## config.mk

```make
export PLATFORM = sky130hd
export DESIGN_NAME = datapath_sequencer
export DESIGN_NICKNAME = d
export VERILOG_FILES = /design/src/rtl/datapath_sequencer.sv
export SDC_FILE = /design/constraint.sdc
export NUM_CORES = 1
export LEC_CHECK = 0
export ABC_AREA = 1
export CAP_MARGIN = 20
export CORE_MARGIN = 4
export CORE_UTILIZATION = 44
export CTS_CLUSTER_DIAMETER = 40
export CTS_CLUSTER_SIZE = 25
export DETAILED_ROUTE_END_ITERATION = 7
export PLACE_DENSITY = 0.76
export SYNTH_ARGS = -nofsm -noshare
export SYNTH_HDL_FRONTEND = slang
export SYNTH_SLANG_ARGS = --single-unit
```

## constraint.sdc

```tcl
create_clock -name clk -period 1.7 [get_ports clk]
set_input_delay 0.34 -clock clk [delete_from_list [all_inputs] [get_ports clk]]
set_output_delay 0.34 -clock clk [all_outputs]
set_load 0.01 [all_outputs]
```

## src/rtl/datapath_sequencer.sv

```systemverilog
// datapath_sequencer: single-step Moore controller that runs one 4-bit instruction per start rise
module datapath_sequencer #(
    parameter int MEM_WAIT = 1
) (
    input  logic       clk,
    input  logic       rst_n,
    input  logic       start,
    input  logic [3:0] op,
    output logic       l1,
    output logic       l2,
    output logic       l3,
    output logic       l4,
    output logic [2:0] s1,
    output logic [2:0] s2,
    output logic       f,
    output logic       r,
    output logic       w,
    output logic       busy,
    output logic       done
);
    typedef enum logic [2:0] {IDLE, DECODE, EXEC, MEM1, MEM2, DONE} state_t;
    state_t     state, state_nx;
    logic [3:0] ir;
    logic [2:0] cnt;
    logic       start_q;
    logic       start_rise;
    logic [3:0] ld;
    logic [1:0] idx;
    assign idx        = ir[1:0];
    assign start_rise = start & ~start_q;
    assign {l4, l3, l2, l1} = ld;
    // State, latched instruction, memory wait counter and start edge history
    always_ff @(posedge clk or negedge rst_n) begin
        if (!rst_n) begin
            state   <= IDLE;
            ir      <= '0;
            cnt     <= '0;
            start_q <= 1'b0;
        end else begin
            state   <= state_nx;
            start_q <= start;
            if (state == IDLE && start_rise) ir <= op;
            if (state == DECODE) cnt <= 3'(MEM_WAIT);
            else if (state == MEM1 && cnt != 3'd0) cnt <= cnt - 3'd1;
        end
    end
    // Next state: rises outside IDLE are dropped, memory ops stretch MEM1 by the wait count
    always_comb begin
        state_nx = IDLE;
        case (state)
            IDLE:    state_nx = start_rise ? DECODE : IDLE;
            DECODE:  state_nx = ir[3] ? MEM1 : EXEC;
            EXEC:    state_nx = DONE;
            MEM1:    state_nx = (cnt == 3'd0) ? MEM2 : MEM1;
            MEM2:    state_nx = DONE;
            default: state_nx = IDLE;
        endcase
    end
    // Output decode from registered state and instruction; ir[2] splits ADD/LOAD and FETCH/STORE
    always_comb begin
        ld   = '0;
        s1   = '0;
        s2   = '0;
        f    = 1'b0;
        r    = 1'b0;
        w    = 1'b0;
        busy = state != IDLE;
        done = state == DONE;
        case (state)
            EXEC: begin
                ld = 4'b0001 << idx;
                s1 = ir[2] ? {1'b0, idx} : 3'd4;
                s2 = ir[2] ? 3'd3 : 3'd5;
            end
            MEM1: begin
                r  = ir[2];
                w  = ~ir[2];
                s1 = ir[2] ? 3'd0 : {1'b0, idx};
            end
            MEM2: begin
                r  = ir[2];
                w  = ~ir[2];
                s1 = ir[2] ? 3'd6 : {1'b0, idx};
                ld = ir[2] ? 4'b0001 << idx : 4'b0000;
            end
            default: ;
        endcase
    end
endmodule

```

==> out/metrics.yaml, run 1 <==
io_buffers: 20
status: "finished, violations left"
slew_violations: 0
avgViaCountPerCell: 5.08
numCtsBuffers: 3
vias: 798
final_cell_mix: "24 x nand2_1, 19 x buf_4, 14 x inv_1"
syn_avg_cell_area_um2: 7.03
critPathCapture: "r"
startpoint: "state[0]$_DFF_PN0_"
rsz0062_at_grt: "yes"
cts_tree: "done"
cts_max_level: 1
num_antenna_cells: 0
grt_start_max_net_pins: 12
gp_congestion: 0.778
fin_crit_sh_pct: 101
nets: 151
whs_ns: 0.401
area.sequential_um2: 278
io_pins: 22
crit_fanout: 4
post_drt_wl_per_cell_um: 12.4
fmax_mhz: 583
area_growth_pct: 57.2
violations: "negative setup slack"
dieArea_um2: 2280
mostFrequentLayoutCell: "nand2_1"
maxCapViolCount: 0
fin_ws_ns: -0.0156
placed_cells: 146
fin_skew_ns: 0.00312
pwr_density_cell_nw_per_um2: 1730
drive_gt1_share_pct: 33.3
cts_root_buf: "clkbuf_4"
ys_ff_latch: 11
first_pass_iters: 4
reg2regPathDepth: 10
ant_nets: 0
clk_latency_ns: 0.26
drt-total-wl_um: 1940
grt_use_total_pct: 17.6
path_class: "reg -> out"
grt_pass1_vias: 698
overflow: 0
die_x_um: 47.8
yosysSeqAreaShare_pct: 39.6
finalSetupTns_ns: -0.0258
syn-num-nets: 108
synthTopCellsByArea: "dfrtp_1 40%, nand2_1 14%, nand3_1 8.6%"
clkTransAtPathRegs_ns: 0.07
cp-start-kind: "flop"
post-route-min-period_ns: 1.72
crit_arrival_ns: 1.38
cellLeakagePower_nw: 0.587
setup_viol: 2
syn_area_um2: 696
fin_cells: 157
clk_path_buf_depth: 2
grt_pass1_wl_um: 2840
cts.sinks: 11
initial_core_util_pct: 46.2
fp.coreArea_um2: 1510
hold_violations: 0
multi_input_area_um2: 380
r2r-end: "cnt[0]$_DFFE_PN0P_"
drt-initial-drc-count: 19
r2r-start: "state[0]$_DFF_PN0_"
drc: 0
peakVddDrop_mv: 1.10
critPathRequiredTime_ns: 1.36
synth_top_area_share_pct: 39.6
yosysTopAreaCell: "dfrtp_1"
hold_class: "in -> async"
dp_hpwl_um: 1420
rows: 14
yosys_warnings: 0
synthCells: 99
fillers: 128
netlist-cell-type-count: 18
hold_buffers: 0
die_y_um: 47.8
antenna_found_initial: 0
r2r_slack_ns: 0.22
endpoint_kind: "output port"
worst min path at each step:
stage / slack (ns) / startpoint / to
2_1_floorplan: 0.04 / rst_n / cnt[0]$_DFFE_PN0P_
3_3_place_gp: 0.49 / cnt[1]$_DFFE_PN0P_ / cnt[1]$_DFFE_PN0P_
3_5_place_dp: 0.49 / cnt[1]$_DFFE_PN0P_ / cnt[1]$_DFFE_PN0P_
4_1_cts: 0.41 / rst_n / ir[3]$_DFFE_PN0P_
5_1_grt: 0.44 / rst_n / ir[1]$_DFFE_PN0P_
6_report: 0.40 / rst_n / ir[2]$_DFFE_PN0P_
critical path, stage by stage, from the launching register on:
cell and delay (ns):
dfrtp_1 0.42, buf_4 0.15, nand2_2 0.07, nor2_4 0.12, inv_1 0.08, a21oi_1 0.13
buf_2 0.15
Yosys cell counts (all sizes together):
cell,number
nor2,9
o21bai,1
clkbuf,2
inv,17
a21oi,2
nand2,26
o21ai,5
ha,2
conb,1
nand4,3
o22ai,4
nand3,13
nor3,2
buf,1
dfrtp,11
metal layers:
metal | global-route usage (%) | share of wire, %
met1 | 22.8 | 43
met2 | 30.6 | 53
met3 | 3.38 | 3.9
met4 | 3.23 | 0
met5 | 0 | 0
metrics by stage:
stage          total power [mW]  utilization, %  setup WS (ns)  instance area, µm²
6_report                   1.89            72.6        -0.0156                1090
5_1_grt                    2.04            72.6        -0.0848                1090
4_1_cts                    1.84            72.1        -0.0638                1090
3_3_place_gp               1.57            67.6         -0.141                1020
2_1_floorplan              1.02               -          0.362                 696
3_5_place_dp               1.60            67.6         -0.196                1020
what timing repair did:
item | 4_1_cts | 5_1_grt
buffers inserted | 6 | 1
setup endpoints to repair | 14 | 13
pin swaps | 3 | 2
gates resized for setup | 43 | 12
power breakdown:
part	internal (mW)	leakage [nW]	switching, mW
combinational	0.578	0.439	0.670
clock	0.0907	0.0150	0.0843
sequential	0.376	0.133	0.0898
registers in the layout (all words and copies together), names as in the netlist:
register,cells
ir,4
cnt,3
state,3
start_q,1
cells by family (layout without fill, tap and decap cells):
kind of cell	Yosys count	in the layout	synth area share (%)
AND/OR/NAND/NOR	53	53	35.3
buffers and inverters	20	62	11.3
AO/OA/AOI/OAI	12	12	9.71
flip-flops	11	11	39.6
adder cells (fa/ha/maj)	2	2	3.60
other	1	1	0.539
area by class of cell:
class / count / area share, %
Sequential cell: 11 / 25.4
Inverter: 17 / 5.84
Tap cell: 16 / 1.83
Clock buffer: 4 / 2.40
Timing Repair Buffer: 41 / 29.7
Multi-Input combinational cell: 68 / 34.8
Power figures use the tool's default switching activity.
==> inputs of run 2 (changes only) <==
==> constraint.sdc (replaced) <==
create_clock -name clk -period 1.8 [get_ports clk]
set_input_delay 0.36 -clock clk [delete_from_list [all_inputs] [get_ports clk]]
set_output_delay 0.36 -clock clk [all_outputs]
set_load 0.01 [all_outputs]
==> run 2 against run 1 <==
Net effect:
- the run now ends clean
- register-to-register slack better by 0.22 ns
- clock-buffer cell count down 1
- final cell count down 5.7%
- clock skew down 0.0020 ns
- utilization down 6.0 points
- clock power down 7%
- critical path type unchanged
- critical endpoint unchanged
- largest cell class unchanged
==> out/metrics.yaml, run 2 (synthesized netlist as in run 1, its figures left out) <==
final_area_um2: 1000  # -8.2%
r2r-start: "cnt[0]$_DFFE_PN0P_"
fin_ws_ns: 0.0345  # +0.0501 ns
clk_path_buf_depth: 2  # unchanged
crit_fanout: 4  # unchanged
cts_tree: "done"
critPathRequiredTime_ns: 1.44  # +0.08 ns
grt_use_total_pct: 16.3  # -1.3 points
vias: 727  # -8.9%
area_growth_pct: 44.2
final_cell_mix: "25 x nand2_1, 16 x inv_1, 12 x nand3_1"
fin_cells: 148  # -5.7%
hold_class: "in -> async"
mostFrequentLayoutCell: "nand2_1"
post_drt_wl_per_cell_um: 10.7  # -13%
rows: 14  # unchanged
dp_hpwl_um: 1260  # -11%
gp_congestion: 0.807  # +3.7%
grt_pass1_vias: 600  # -14%
fin_crit_sh_pct: 98.1
cts_max_level: 1  # unchanged
io_pins: 22  # unchanged
drive_gt1_share_pct: 25.8  # -7.6 points
drc: 0  # unchanged
num_antenna_cells: 0  # unchanged
endpoint_kind: "output port"
die_x_um: 47.8  # unchanged
grt_pass1_wl_um: 2540  # -10%
crit_arrival_ns: 1.41  # +0.03 ns
initial_core_util_pct: 46.2  # unchanged
io_buffers: 20  # unchanged
nets: 142  # -6.0%
cts.sinks: 11  # unchanged
clk_latency_ns: 0.26  # about the same
r2r-end: "cnt[2]$_DFFE_PN0P_"
hold_violations: 0  # unchanged
maxCapViolCount: 0  # unchanged
regMostFlops: "ir"
peakVddDrop_mv: 0.981  # -10%
fillers: 141  # +10%
cp-start-kind: "flop"
avgViaCountPerCell: 4.91  # -3.4%
dpl-instance-area_um2: 983  # -3.4%
utilization_pct: 66.6  # -6.0 points
fp.coreArea_um2: 1510  # unchanged
pwr_density_cell_nw_per_um2: 1550  # -10%
hold_buffers: 0  # unchanged
dieArea_um2: 2280  # unchanged
drt-initial-drc-count: 16  # -3
drt-total-wl_um: 1590  # -18%
preCtsSetupSlack_ns: -0.0654  # +0.131 ns
first_pass_iters: 5  # +1
setup_viol: 0  # -2
rsz0062_at_grt: "yes"
status: "finished clean"
ant_nets: 0  # unchanged
clkTransAtPathRegs_ns: 0.07  # about the same
fin_skew_ns: 0.00115  # -0.00197 ns
cellLeakagePower_nw: 0.540  # -8.0%
die_y_um: 47.8  # unchanged
grt_start_max_net_pins: 12  # unchanged
reg.largest.list: "ir (4), cnt (3), state (3)"
r2r_slack_ns: 0.44  # +0.22 ns
cts_root_buf: "clkbuf_4"
numCtsBuffers: 3  # unchanged
overflow: 0  # unchanged
antenna_found_initial: 0  # unchanged
placed_cells: 143  # -2.1%
slew_violations: 0  # unchanged
path_class: "reg -> out"
post-route-min-period_ns: 1.77
largest_reg_flops: 4  # unchanged
fmax_mhz: 566
reg2regPathDepth: 6  # -4
## run 2: area by class of cell
class / instances / area (µm²) / area share [%]
Inverter: 17 / 63.8 / 6.36
Tap cell: 16 / 20.0 / 2.00
Multi-Input combinational cell: 68 / 369 / 36.8
Clock inverter: 1 / 5.00 / 0.499
Timing Repair Buffer: 32 / 246 / 24.6
Clock buffer: 3 / 22.5 / 2.24
Sequential cell: 11 / 277 / 27.6
## run 2: through the flow
stage / hold slack [ns] / setup TNS, ns / power, mW
after CTS: 0.428 / 0 / 1.55
after global placement: 0.486 / -0.194 / 1.39
final: 0.418 / 0 / 1.55
after global routing: 0.434 / -0.112 / 1.72
after floorplan: 0.0644 / 0 / 0.960
after detailed placement: 0.494 / -0.295 / 1.42
## run 2: worst max-delay path: stages (launching register included)
cell and delay [ns]:
dfrtp_1 0.40, nand2_1 0.12, nor2_4 0.13, inv_1 0.08, a21oi_1 0.12, dlygate4sd2_1 0.28
## run 2: power by group
part | internal [mW] | total [mW] | leakage (nW) | switching, mW
combinational | 0.406 | 0.936 | 0.388 | 0.530
sequential | 0.353 | 0.457 | 0.134 | 0.103
clock | 0.0820 | 0.162 | 0.0177 | 0.0801
total | 0.841 | 1.55 | 0.540 | 0.713
## run 2: what timing repair did
action | in CTS | in global routing
hold endpoints to repair | 0 | 0
endpoints found under the setup margin | 14 | 9
buffers inserted | 1 | 0
pin swaps | 0 | 1
gates resized for setup | 25 | 15
## run 2: worst max-delay path by stage
stage                                   from    end  cells after the start
after floorplan           state[1]$_DFF_PN0_  s1[2]                      5
after global placement    state[0]$_DFF_PN0_  s1[1]                      6
after detailed placement  state[0]$_DFF_PN0_  s1[1]                      6
after CTS                 state[0]$_DFF_PN0_      r                      5
after global routing      state[0]$_DFF_PN0_      r                      5
final                     state[0]$_DFF_PN0_      r                      5
## run 2: per-layer routing
layer  track usage, %  wire length [µm]
met5                0                 0
met4             6.45                22
met3             3.38                71
met2             25.1               739
met1             22.4               754
